==> src/rtl/xgs_axis_frame_gen.sv <==
// rtl/xgs_axis_frame_gen.sv - AXI4-Stream video frame source with SOF/EOF/SOL/EOL sideband
// Emits YSIZE lines of XSIZE beats per start pulse with a payload the scoreboard can predict.
module xgs_axis_frame_gen #(
  parameter int DATA_WIDTH  = 64,
  parameter int XSIZE_WIDTH = 12,
  parameter int YSIZE_WIDTH = 12,
  parameter int GAP_WIDTH   = 8
) (
  input  logic                   sclk,
  input  logic                   srst,
  input  logic                   start,
  input  logic [XSIZE_WIDTH-1:0] x_size,
  input  logic [YSIZE_WIDTH-1:0] y_size,
  input  logic [GAP_WIDTH-1:0]   line_gap,
  input  logic [1:0]             pattern_sel,
  input  logic [7:0]             seed,
  output logic                   busy,
  output logic                   frame_done,
  output logic [15:0]            frame_id,
  output logic                   m_axis_tvalid,
  input  logic                   m_axis_tready,
  output logic [DATA_WIDTH-1:0]  m_axis_tdata,
  output logic [3:0]             m_axis_tuser,
  output logic                   m_axis_tlast
);

  localparam int NB = DATA_WIDTH / 8;
  localparam logic [7:0] NB8 = 8'(NB);

  typedef enum logic [1:0] {IDLE, LINE, GAP, DONE} state_t;

  state_t                 state, state_nx;
  logic [XSIZE_WIDTH-1:0] x_cnt, x_nx, x_last, x_last_in, x_last_sel;
  logic [YSIZE_WIDTH-1:0] y_cnt, y_nx, y_last, y_last_in, y_last_sel;
  logic [GAP_WIDTH-1:0]   gap_cnt, gap_cnt_nx, gap_len;
  logic [1:0]             pat, pat_sel;
  logic [7:0]             seed_r, seed_sel;
  logic                   fire, load, drop;
  logic                   sof, eof, sol, eol;

  function automatic logic [DATA_WIDTH-1:0] beat_data(
    input logic [1:0]             p,
    input logic [7:0]             s,
    input logic [7:0]             fid,
    input logic [XSIZE_WIDTH-1:0] x,
    input logic [YSIZE_WIDTH-1:0] y
  );
    logic [DATA_WIDTH-1:0] d;
    logic [7:0]            base;
    logic [7:0]            b;
    logic [2:0]            sh;
    d    = '0;
    base = s + 8'(y) + 8'(x) * NB8;
    sh   = 3'(x) + 3'(y);
    for (int k = 0; k < NB; k++) begin
      case (p)
        2'd0:    b = base + 8'(k);
        2'd1:    b = s;
        2'd2:    b = 8'd1 << sh;
        default: b = fid ^ s;
      endcase
      d[k*8 +: 8] = b;
    end
    return d;
  endfunction

  // Zero sizes behave as one; store the index of the last beat/line instead of the size.
  assign x_last_in  = (x_size == '0) ? '0 : x_size - 1'b1;
  assign y_last_in  = (y_size == '0) ? '0 : y_size - 1'b1;
  assign x_last_sel = (state == IDLE) ? x_last_in   : x_last;
  assign y_last_sel = (state == IDLE) ? y_last_in   : y_last;
  assign pat_sel    = (state == IDLE) ? pattern_sel : pat;
  assign seed_sel   = (state == IDLE) ? seed        : seed_r;
  assign fire       = m_axis_tvalid & m_axis_tready;

  always_comb begin
    state_nx   = state;
    load       = 1'b0;
    drop       = 1'b0;
    x_nx       = x_cnt;
    y_nx       = y_cnt;
    gap_cnt_nx = gap_cnt;
    case (state)
      IDLE: begin
        if (start) begin
          state_nx = LINE;
          load     = 1'b1;
          x_nx     = '0;
          y_nx     = '0;
        end
      end
      LINE: begin
        if (fire) begin
          if (x_cnt != x_last) begin
            load = 1'b1;
            x_nx = x_cnt + 1'b1;
          end else if (y_cnt == y_last) begin
            state_nx = DONE;
            drop     = 1'b1;
          end else if (gap_len == '0) begin
            load = 1'b1;
            x_nx = '0;
            y_nx = y_cnt + 1'b1;
          end else begin
            state_nx   = GAP;
            drop       = 1'b1;
            gap_cnt_nx = gap_len;
          end
        end
      end
      GAP: begin
        gap_cnt_nx = gap_cnt - 1'b1;
        if (gap_cnt == GAP_WIDTH'(1)) begin
          state_nx = LINE;
          load     = 1'b1;
          x_nx     = '0;
          y_nx     = y_cnt + 1'b1;
        end
      end
      DONE:    state_nx = IDLE;
      default: state_nx = IDLE;
    endcase
  end

  assign sol = (x_nx == '0);
  assign sof = sol && (y_nx == '0);
  assign eol = (x_nx == x_last_sel);
  assign eof = eol && (y_nx == y_last_sel);

  always_ff @(posedge sclk) begin
    if (srst) begin
      state         <= IDLE;
      x_cnt         <= '0;
      y_cnt         <= '0;
      x_last        <= '0;
      y_last        <= '0;
      gap_cnt       <= '0;
      gap_len       <= '0;
      pat           <= '0;
      seed_r        <= '0;
      busy          <= 1'b0;
      frame_done    <= 1'b0;
      frame_id      <= '0;
      m_axis_tvalid <= 1'b0;
      m_axis_tdata  <= '0;
      m_axis_tuser  <= '0;
      m_axis_tlast  <= 1'b0;
    end else begin
      state   <= state_nx;
      x_cnt   <= x_nx;
      y_cnt   <= y_nx;
      gap_cnt <= gap_cnt_nx;
      if (state == IDLE && start) begin
        x_last  <= x_last_in;
        y_last  <= y_last_in;
        gap_len <= line_gap;
        pat     <= pattern_sel;
        seed_r  <= seed;
      end
      // The next beat is loaded on the same edge that retires the current one.
      if (load) begin
        m_axis_tvalid <= 1'b1;
        m_axis_tdata  <= beat_data(pat_sel, seed_sel, frame_id[7:0], x_nx, y_nx);
        m_axis_tuser  <= {eol, sol, eof, sof};
        m_axis_tlast  <= eol;
      end else if (drop) begin
        m_axis_tvalid <= 1'b0;
        m_axis_tdata  <= '0;
        m_axis_tuser  <= '0;
        m_axis_tlast  <= 1'b0;
      end
      busy       <= (state_nx != IDLE);
      frame_done <= (state_nx == DONE);
      if (state == LINE && state_nx == DONE) frame_id <= frame_id + 1'b1;
    end
  end

endmodule

==> config.mk <==
export PLATFORM = sky130hd
export DESIGN_NAME = xgs_axis_frame_gen
export DESIGN_NICKNAME = d
export VERILOG_FILES = /design/src/rtl/xgs_axis_frame_gen.sv
export SDC_FILE = /design/constraint.sdc
export NUM_CORES = 1
export LEC_CHECK = 0
export CORE_UTILIZATION = 51
export CTS_CLUSTER_SIZE = 16
export DETAILED_ROUTE_END_ITERATION = 7
export HOLD_SLACK_MARGIN = 0.1
export PLACE_DENSITY = 0.81
export SLEW_MARGIN = 25
export SYNTH_ARGS = -nofsm -noshare
export SYNTH_HDL_FRONTEND = slang
export SYNTH_SLANG_ARGS = --single-unit
==> constraint.sdc <==
create_clock -name sclk -period 5.35 [get_ports sclk]
set_input_delay 1.07 -clock sclk [delete_from_list [all_inputs] [get_ports sclk]]
set_output_delay 1.07 -clock sclk [all_outputs]
set_load 0.03 [all_outputs]
==> flow_summary.toml <==
[placement]
gp_congestion = 0.937
hpwl_microns = 20300
pre_cts_ws_ns = -0.0637
post-place-cells = 1541
dpl-instance-area_sq_mm = 0.0113
io_buffer_count = 133

[global_routing]
grt_max_degree = 98
antenna_found_initial = 0
grt_use_total = 0.285
met3_usage = 0.0564
busiest_layer = "met2"
met1_usage = 0.399
grt_pass1_vias = 8523
grt_pass1_wl_microns = 44500
met2_usage = 0.432
grt_overflow = 0

[worst_setup_path]
timing.rr.start = "gap_len[7]"
regToRegSetupSlack_ns = 0.30
setup.worst_path.class = "flip-flop to flip-flop"
start_kind = "flip-flop"
crit_path_end_kind = "flip-flop"
crit_fanout = 8
critPathBufInv = 4
path_cells = "nor4_1, and2_1, o31a_1, buf_4, nand2_1, o31a_1, o21ai_2, inv_1, ha_1, inv_1, fa_1, inv_1, a21oi_1, o21bai_1, a21o_1, a21oi_1, xnor2_2, xnor2_4, xnor2_4, xnor2_1, a221o_1"
required_ns = 5.67
endpoint = "m_axis_tdata[23]"
arrival_ns = 5.37
cpMostUsedCell = "inv_1"
r2r_end = "m_axis_tdata[23]"
crit_path_max_incr_delay_ns = 0.46
cp.depth = 21
worstRegToRegCells = 21
slowest_stage = "nor4_1"
cp_top_family = "compound AO/OA/AOI/OAI gates"
startpoint = "gap_len[7]"

[logic_synthesis]
synth_compound_area_frac = 0.215
synthAdderAreaFrac = 0.0469
ys.flop_type = "dfxtp_1"
yosysWarnings = 0
ys_top_cells_by_area = "dfxtp_1 (31%), xnor2_1 (6.3%), nand2_1 (6.1%)"
synth_common_cells = "nand2_1 (158), dfxtp_1 (153), nor2_1 (109), a21oi_1 (94), xnor2_1 (70)"
ys_ff_latch = 153
synthMuxAreaShare = 0.0290
synth.most_common_cell = "nand2_1"
synth_cell_type_count = 86
async_flop_share = 0
synth_nets = 1290
synth_top_family_by_area = "simple AND/OR/NAND/NOR gates"
syn_area_sq_mm = 0.00976
yosys.area.top_type = "dfxtp_1"
synth_top_area_share = 0.314
yosys.area_share.simple = 0.228
postSynthAreaPerCell_sq_um = 8.06
syn_inst = 1211
synth_edf_count = 0
ys_seq_area_frac = 0.314
synth_xor_xnor_area_share = 0.117

[route]
drt-total-wl_microns = 27800
first_pass_iters = 5
drtAntennaViolNets = 0
vias = 9306
drtIter0Drc = 931
wire_per_inst_microns = 17.7
avgViaCountPerCell = 5.92
post-route-drc-count = 0

[layout]
area.growth.synth_to_final_pct = 22.8
nets = 1406
drive_gt1_frac = 0.0837
fin_cells = 1572
diodes = 0
utilization = 0.641
fin_area_sq_mm = 0.0120

[sta]
finalSetupViolations = 0
skew_ns = 0.00867
hold_ws_ns = 0.448
fmax_mhz = 198
tightest_slew_ns = 0.976
fin_tns_setup_ns = 0
fin_ws_ns = 0.301
relSlewSlack = 0.344
fin_crit_sh = 0.944
period_minus_slack_ns = 5.05
rsz0062_at_grt = "no"
maxSlewViolCount = 0
finalHoldViolCount = 0

[die]
die_width_microns = 140
io_pins = 134
die_area_sq_mm = 0.0197
core_area_sq_mm = 0.0187
start_util = 0.522
rows = 50
die_h_microns = 140

[clock_network]
cts_root_buf = "clkbuf_16"
insertion_delay_ns = 0.43
htree_num_levels = 4
clock_path_buffers = 2
clk_pin_slew_ns = 0.06
post-cts-setup-buffers = 0
numCtsBuffers = 17
ctsResizeCount = 0
cts_tree = "yes"
cts.sinks = 153
postCtsHoldBufs = 0

[outcome]
outcome = "completed"

[power_and_ir_drop]
p_per_area_mw_per_mm2 = 287
p_total_mw = 3.44
p_leak_nw = 4.82
vdd_drop_max_mv = 0.190

[hold_path]
hold_class = "flip-flop to flip-flop"

[flow_run]
drv_cap = 0
[power breakdown]
part	switching (mW)	leakage [nW]	internal [mW]
registers	0.0536	1.25	1.21
clock network	0.480	0.310	0.823
logic	0.514	3.26	0.356
total	1.05	4.82	2.39
[tightest hold or removal path, delay by kind of cell, from the launching register on]
family / cells / cell delay [ns]
DFF: 1 / 0.31
and+or+nand+nor: 2 / 0.09
[metal layers]
| layer | vias to the layer above | wire length [microns] | part of all wire |
|---|---|---|---|
| met5 | - | 0 | 0 |
| met4 | 0 | 665 | 0.024 |
| met3 | 48 | 2560 | 0.092 |
| met2 | 468 | 12200 | 0.44 |
| met1 | 4287 | 12400 | 0.44 |
| li1 | 4503 | - | - |
[logic make-up after synthesis]
| family | count (synthesis) |
|---|---|
| XOR/XNOR | 125 |
| AO/OA/AOI/OAI | 306 |
| AND/OR/NAND/NOR | 454 |
| flip-flops | 153 |
| multiplexers | 27 |
| adder cells (fa/ha/maj) | 33 |
| buffers and inverters | 113 |
[state kept, by name, summed over array words and instances, names as in the netlist]
name,count
m_axis_tdata,54
seed_r,8
busy,1
state,2
m_axis_tvalid,1
m_axis_tuser,4
pat,2
frame_id,16
y_cnt,12
y_last,12
gap_len,8
gap_cnt,8
frame_done,1
x_last,12
x_cnt,12
[area by class of cell]
cell class	count	area, sq um
Clock buffer	18	429
Clock inverter	12	200
Fill cell	1579	6720
Inverter	38	143
Multi-Input combinational cell	945	6210
Sequential cell	153	3060
Tap cell	234	293
Timing Repair Buffer	172	1640
[cell usage in the layout, fill, tap and decap left out, types with 4 or more instances in the layout]
| cell | instances |
|---|---|
| dfxtp_1 | 153 |
| ha_1 | 27 |
| nor2b_1 | 15 |
| o21a_1 | 6 |
| nand2b_1 | 12 |
| nand3_1 | 22 |
| o21ai_0 | 53 |
| nor4_2 | 4 |
| inv_1 | 37 |
| nor3_1 | 40 |
| xnor2_1 | 69 |
| buf_4 | 38 |
| or3_1 | 12 |
| a211o_1 | 17 |
| nor2_1 | 107 |
| clkdlybuf4s50_1 | 132 |
| o211ai_1 | 9 |
| a22o_1 | 31 |
| a221o_1 | 8 |
| and2_1 | 7 |
| mux2i_1 | 26 |
| nand4_1 | 17 |
| o21ai_1 | 4 |
| a31oi_1 | 9 |
| a211oi_1 | 14 |
| o31ai_1 | 10 |
| and3_1 | 15 |
| nor4_1 | 12 |
| nor3b_1 | 4 |
| nand2_1 | 158 |
| a21o_1 | 9 |
| fa_1 | 6 |
| a21oi_1 | 94 |
| bufinv_16 | 5 |
| xor2_1 | 52 |
| clkbuf_16 | 17 |
| o31a_1 | 4 |
[how the worst min path moves through the flow]
stage,cells after the start,end,start,slack (ns)
2_1_floorplan,2,pat[1],pat[1],0.44
3_3_place_gp,2,m_axis_tdata[22],m_axis_tdata[22],0.44
3_5_place_dp,2,m_axis_tdata[22],m_axis_tdata[22],0.44
4_1_cts,2,m_axis_tdata[22],m_axis_tdata[22],0.45
5_1_grt,2,m_axis_tdata[62],m_axis_tdata[62],0.47
6_report,2,m_axis_tdata[62],m_axis_tdata[62],0.45
(Power assumes the default switching activity.)
